==> src/rtl/config_loader.sv <==
// config_loader
//   Streams configuration words from the bitstream port into a shadow
//   register. When the shadow is full, it commits the shadow to one target
//   block at a time with a single-cycle cen pulse. The targets sit in a row
//   and share one config bus.
//
//   cclk        in   config clock, all state on posedge
//   rst         in   synchronous active-high reset
//   start       in   begin a load at block 0 (honoured in IDLE/DONE only)
//   s_valid     in   stream word valid
//   s_ready     out  loader accepts a word this cycle (FILL)
//   s_data      in   stream word
//   config_out  out  shared config bus, driven only during COMMIT
//   cen_out     out  one-hot target enable, pulsed during COMMIT
//   blk_idx     out  block currently being filled/committed
//   busy        out  FILL or COMMIT
//   done        out  all blocks committed
//
//   state  | meaning
//   IDLE   | waiting for start, bus quiet
//   FILL   | accepting words into the shadow for blk_idx
//   COMMIT | one cycle: shadow on bus, cen pulse to blk_idx
//   DONE   | every block loaded, waiting for start or rst
module config_loader #(
    parameter int NUM_BLOCKS = 4,
    parameter int CFG_WIDTH  = 3,
    parameter int WORD_W     = 8,
    localparam int BI_W      = (NUM_BLOCKS > 1) ? $clog2(NUM_BLOCKS) : 1
) (
    input  logic                  cclk,
    input  logic                  rst,
    input  logic                  start,
    input  logic                  s_valid,
    output logic                  s_ready,
    input  logic [WORD_W-1:0]     s_data,
    output logic [CFG_WIDTH-1:0]  config_out,
    output logic [NUM_BLOCKS-1:0] cen_out,
    output logic [BI_W-1:0]       blk_idx,
    output logic                  busy,
    output logic                  done
);

    localparam int WPB  = (CFG_WIDTH + WORD_W - 1) / WORD_W;
    localparam int WC_W = (WPB > 1) ? $clog2(WPB) : 1;

    localparam logic [1:0] IDLE   = 2'd0;
    localparam logic [1:0] FILL   = 2'd1;
    localparam logic [1:0] COMMIT = 2'd2;
    localparam logic [1:0] DONE   = 2'd3;

    logic [1:0]           state_q, state_d;
    logic [BI_W-1:0]      blk_idx_q, blk_idx_d;
    logic [WC_W-1:0]      word_cnt_q, word_cnt_d;
    logic [CFG_WIDTH-1:0] shadow_q, shadow_d;

    always_comb begin
        state_d    = state_q;
        blk_idx_d  = blk_idx_q;
        word_cnt_d = word_cnt_q;
        shadow_d   = shadow_q;
        case (state_q)
            IDLE, DONE: begin
                if (start) begin
                    state_d    = FILL;
                    blk_idx_d  = '0;
                    word_cnt_d = '0;
                    shadow_d   = '0;
                end
            end
            FILL: begin
                if (s_valid) begin
                    // Each shadow bit belongs to exactly one word slot; bits of
                    // the final word beyond CFG_WIDTH have no home and drop out.
                    for (int b = 0; b < CFG_WIDTH; b++) begin
                        if (int'(word_cnt_q) == (b / WORD_W)) begin
                            shadow_d[b] = s_data[b % WORD_W];
                        end
                    end
                    if (word_cnt_q == WC_W'(WPB - 1)) begin
                        state_d    = COMMIT;
                        word_cnt_d = '0;
                    end else begin
                        word_cnt_d = word_cnt_q + 1'b1;
                    end
                end
            end
            COMMIT: begin
                if (blk_idx_q == BI_W'(NUM_BLOCKS - 1)) begin
                    state_d = DONE;
                end else begin
                    state_d    = FILL;
                    blk_idx_d  = blk_idx_q + 1'b1;
                    word_cnt_d = '0;
                    shadow_d   = '0;
                end
            end
            default: state_d = IDLE;
        endcase
    end

    always_ff @(posedge cclk) begin
        if (rst) begin
            state_q    <= IDLE;
            blk_idx_q  <= '0;
            word_cnt_q <= '0;
            shadow_q   <= '0;
        end else begin
            state_q    <= state_d;
            blk_idx_q  <= blk_idx_d;
            word_cnt_q <= word_cnt_d;
            shadow_q   <= shadow_d;
        end
    end

    // Moore outputs decoded from registered state only.
    assign s_ready    = (state_q == FILL);
    assign busy       = (state_q == FILL) || (state_q == COMMIT);
    assign done       = (state_q == DONE);
    assign blk_idx    = blk_idx_q;
    assign config_out = (state_q == COMMIT) ? shadow_q : '0;
    assign cen_out    = (state_q == COMMIT) ? (NUM_BLOCKS'(1) << blk_idx_q) : '0;

endmodule
==> config.mk <==
export PLATFORM = sky130hd
export DESIGN_NAME = config_loader
export DESIGN_NICKNAME = d
export VERILOG_FILES = /design/src/rtl/config_loader.sv
export SDC_FILE = /design/constraint.sdc
export NUM_CORES = 1
export LEC_CHECK = 0
export ABC_AREA = 1
export CORE_MARGIN = 10
export CORE_UTILIZATION = 40
export DETAILED_ROUTE_END_ITERATION = 7
export GPL_TIMING_DRIVEN = 0
export PLACE_DENSITY = 0.77
export SLEW_MARGIN = 20
export SYNTH_ARGS = -nofsm -noshare
export SYNTH_HDL_FRONTEND = slang
export SYNTH_SLANG_ARGS = --single-unit
export TNS_END_PERCENT = 20
==> constraint.sdc <==
create_clock -name cclk -period 1.5 [get_ports cclk]
set_input_delay 0.375 -clock cclk [delete_from_list [all_inputs] [get_ports cclk]]
set_output_delay 0.375 -clock cclk [all_outputs]
set_load 0.02 [all_outputs]
==> summary.md <==
| Metric | Value |
|---|---|
| Number of max-slew violations in the final report | `0` |
| Hold_buf cts | `0` |
| Wire length of the first global-routing pass | `approximately 2.3 mm` |
| Summed instance area of the synthesized netlist | `~550 µm²` |
| Switching pwr | `278 µW` |
| Tcrit/Tclk final | `1.02` |
| 1st-pass router iterations | `4` |
| Arrival time at the worst endpoint | `1.15 ns` |
| GR peak layer | `met2` |
| Number of storage elements in the synthesis netlist | `7` |
| Post-synth EDFFs | `0` |
| Predominant post-synthesis flop cell | `dfxtp_1` |
| Number of distinct library cells after synthesis | `13` |
| Met3 Track Usage GR | `0.0420` |
| Routability-driven placement congestion ratio | `0.731` |
| Later-pin clock latency in the skew report | `roughly 0.24 ns` |
| Sum of internal, switching and leakage power | `729 µW` |
| I/O pins | `24` |
| Clock tree from TritonCTS | `done` |
| Detail-routed net length per standard cell | `about 11 µm` |
| Die Height | `57.1 µm` |
| Slew @ Worst Pin | `between 0.2 and 0.25 ns` |
| Critical Path RT | `~1.1 ns` |
| Remaining number of nets flagged by the antenna check after routing | `0` |
| Mean instance size in the synthesized netlist | `roughly 6.4 µm²` |
| Net total in the final layout | `~130` |
| Initial Util | `0.424` |
| Shortest period the worst path allows | `approximately 1.5 ns` |
| Cell at the root of the clock tree | `clkbuf_4` |
| Max-Cap Viols | `0` |
| Cell internal power dissipation | `about 450 µW` |
| Num rows | `13` |
| Seq pwr share | `0.343` |
| Share of total power in combinational logic | `0.426` |
| Setup violations, final | `1` |
| Violated checks | `setup timing` |
| Half-perimeter wire length of the detailed placement result | `approximately 1.1 mm` |
| Synth Instances | `86` |
| CTS clk-pin slew, worst paths | `roughly 0.05 ns` |
| Leakage power summed over all cells | `around 0.0005 µW` |
| Setup repair after global routing missed its margin | `true` |
| Port bufs | `18` |
| Aggregate global routing overflow | `0` |
| Commonest cells after routing, fill and taps aside | `nand2_1 (25), inv_1 (17), nor2_1 (7)` |
| Maximum operating frequency | `655 MHz` |
| Critical Path Start Type | `flop` |
| Filler Cells Inserted | `around 120` |
| Iteration-0 DRC Markers | `7` |
| Proportion of synthesized flip-flops having asynchronous set or reset | `0` |
| Die Area | `around 3300 µm²` |
| Via count of the first global-routing pass | `about 600` |
| Most common cell after layout, fill and taps aside | `nand2_1` |
| Count of synthesis-stage warnings from yosys | `0` |
| Met2 track utilization from global routing | `0.155` |
| Result of the run | `finished with violations` |
| Layout cell share with drive strength beyond 1 | `0.318` |
| Number of buffers added by the clock tree synthesis step | `3` |
| Number of antenna violations at the first check in global routing | `0` |
| Via/cell ratio | `about 4.5` |
| Global routing usage on met1 | `0.0765` |
| Critical Path End Type | `output port` |
| Largest fanout on the critical path | `5` |
| Max clock buf depth | `2` |
| Register area share after synthesis | `0.254` |
| Htree depth | `1` |
| Net count after synthesis | `107` |
| DR DRC count | `0` |
| Cell Pwr Density | `about 880 nW/µm²` |
| Antenna fix cells | `0` |
| Die width | `~57 µm` |
| Peak supply drop | `around 0.62 mV` |
| Clock tree sinks | `7` |
| Total global-route track usage | `0.0851` |
| Hold Violations, Final | `0` |
| Class of the worst hold path | `reg2reg` |
| Net switching share of the total power | `0.381` |
| Worst Path Class, Setup | `reg2out` |
| DR vias | `557` |
| Max Clock Skew | `around 0.00086 ns` |
| Clock Power Share | `0.231` |
| Largest net degree at the start of global routing | `9` |
| Final setup slack of the worst path | `-0.0273 ns` |
| Worst setup timing slack at the placement stage | `-0.422 ns` |
| Rel. slew slack | `0.856` |
| Final wirelength | `approximately 1.4 mm` |
| Placeable core region | `around 1300 µm²` |
| Signed area change from the synthesized netlist to the final layout | `49.9%` |
[path summary, 6_finish.rpt]
kind	from	to	slack [ns]	cells after the start
worst max-delay path	state_q[0]	busy	-0.03	4
worst min-delay path	shadow_q[1]	shadow_q[1]	0.51	4
worst max register to register	state_q[1]	shadow_q[0]	0.20	7
worst min register to register	shadow_q[1]	shadow_q[1]	0.51	4
[synth_stat cells (2+ instances only)]
library cell  instances  share of area
a21oi_1               2          0.018
dfxtp_1               7           0.25
ha_1                  9           0.20
inv_1                21           0.14
inv_2                 2          0.014
nand2_1              26           0.18
nand2_2               3          0.034
nand3_1               2          0.018
nand4_1               4          0.045
nor2_1                7          0.048
[state kept, by name (all words and copies together) (netlist names)]
name and count:
shadow_q 3, blk_idx 2, state_q 2
[power by group through the flow]
stage | logic (µW) | registers (µW) | clock network, µW
global placement | 286 | 243 | 0
CTS | 298 | 249 | 172
detailed placement | 294 | 245 | 0
global route | 352 | 255 | 185
floorplan | 188 | 251 | 0
finish | 310 | 250 | 168
[timing repair]
action | in CTS | in global routing
pin swaps | 1 | 2
setup buffers | 1 | 1
setup endpoints to repair | 12 | 10
gates resized for setup | 54 | 18
[logic make-up (layout without fill, tap and decap cells)]
family                   count (synthesis)  in the layout  synth area share
flip-flops                               7              7             0.254
buffers and inverters                   24             48             0.163
adder cells (fa/ha/maj)                  9              9             0.204
AO/OA/AOI/OAI                            2              2            0.0181
AND/OR/NAND/NOR                         44             44             0.361
[metal layers]
layer | part of all wire | wire length [µm]
met3 | 0.067 | 93
met5 | 0 | 0
met1 | 0.39 | 545
met2 | 0.50 | 687
met4 | 0.040 | 55
[worst max-delay path, cell delays in order (launching register included)]
cell     delay, ns
dfxtp_4       0.38
inv_4         0.05
ha_4          0.27
inv_2         0.05
buf_4         0.15
[per-stage QoR]
step	util	setup TNS [ns]	instances	cell area [µm²]	hold slack, ns
detailed placement	0.577	-2.79	119	751	0.498
finish	0.636	-0.0273	125	827	0.508
CTS	0.610	-0.125	124	793	0.508
global placement	0.577	-2.69	119	751	0.495
global route	0.636	-0.172	125	827	0.555
floorplan	-	0	86	552	0.444
[cell type report]
type                    instances  area [µm²]  area share
clock buffers                   4        26.3      0.0318
inverters                      24        92.6       0.112
multi-input cells              55         359       0.434
flip-flops and latches          7         153       0.185
well taps                      15        18.8      0.0227
repair buffers                 20         178       0.215
Note: power is estimated with default switching activity, not from simulation.
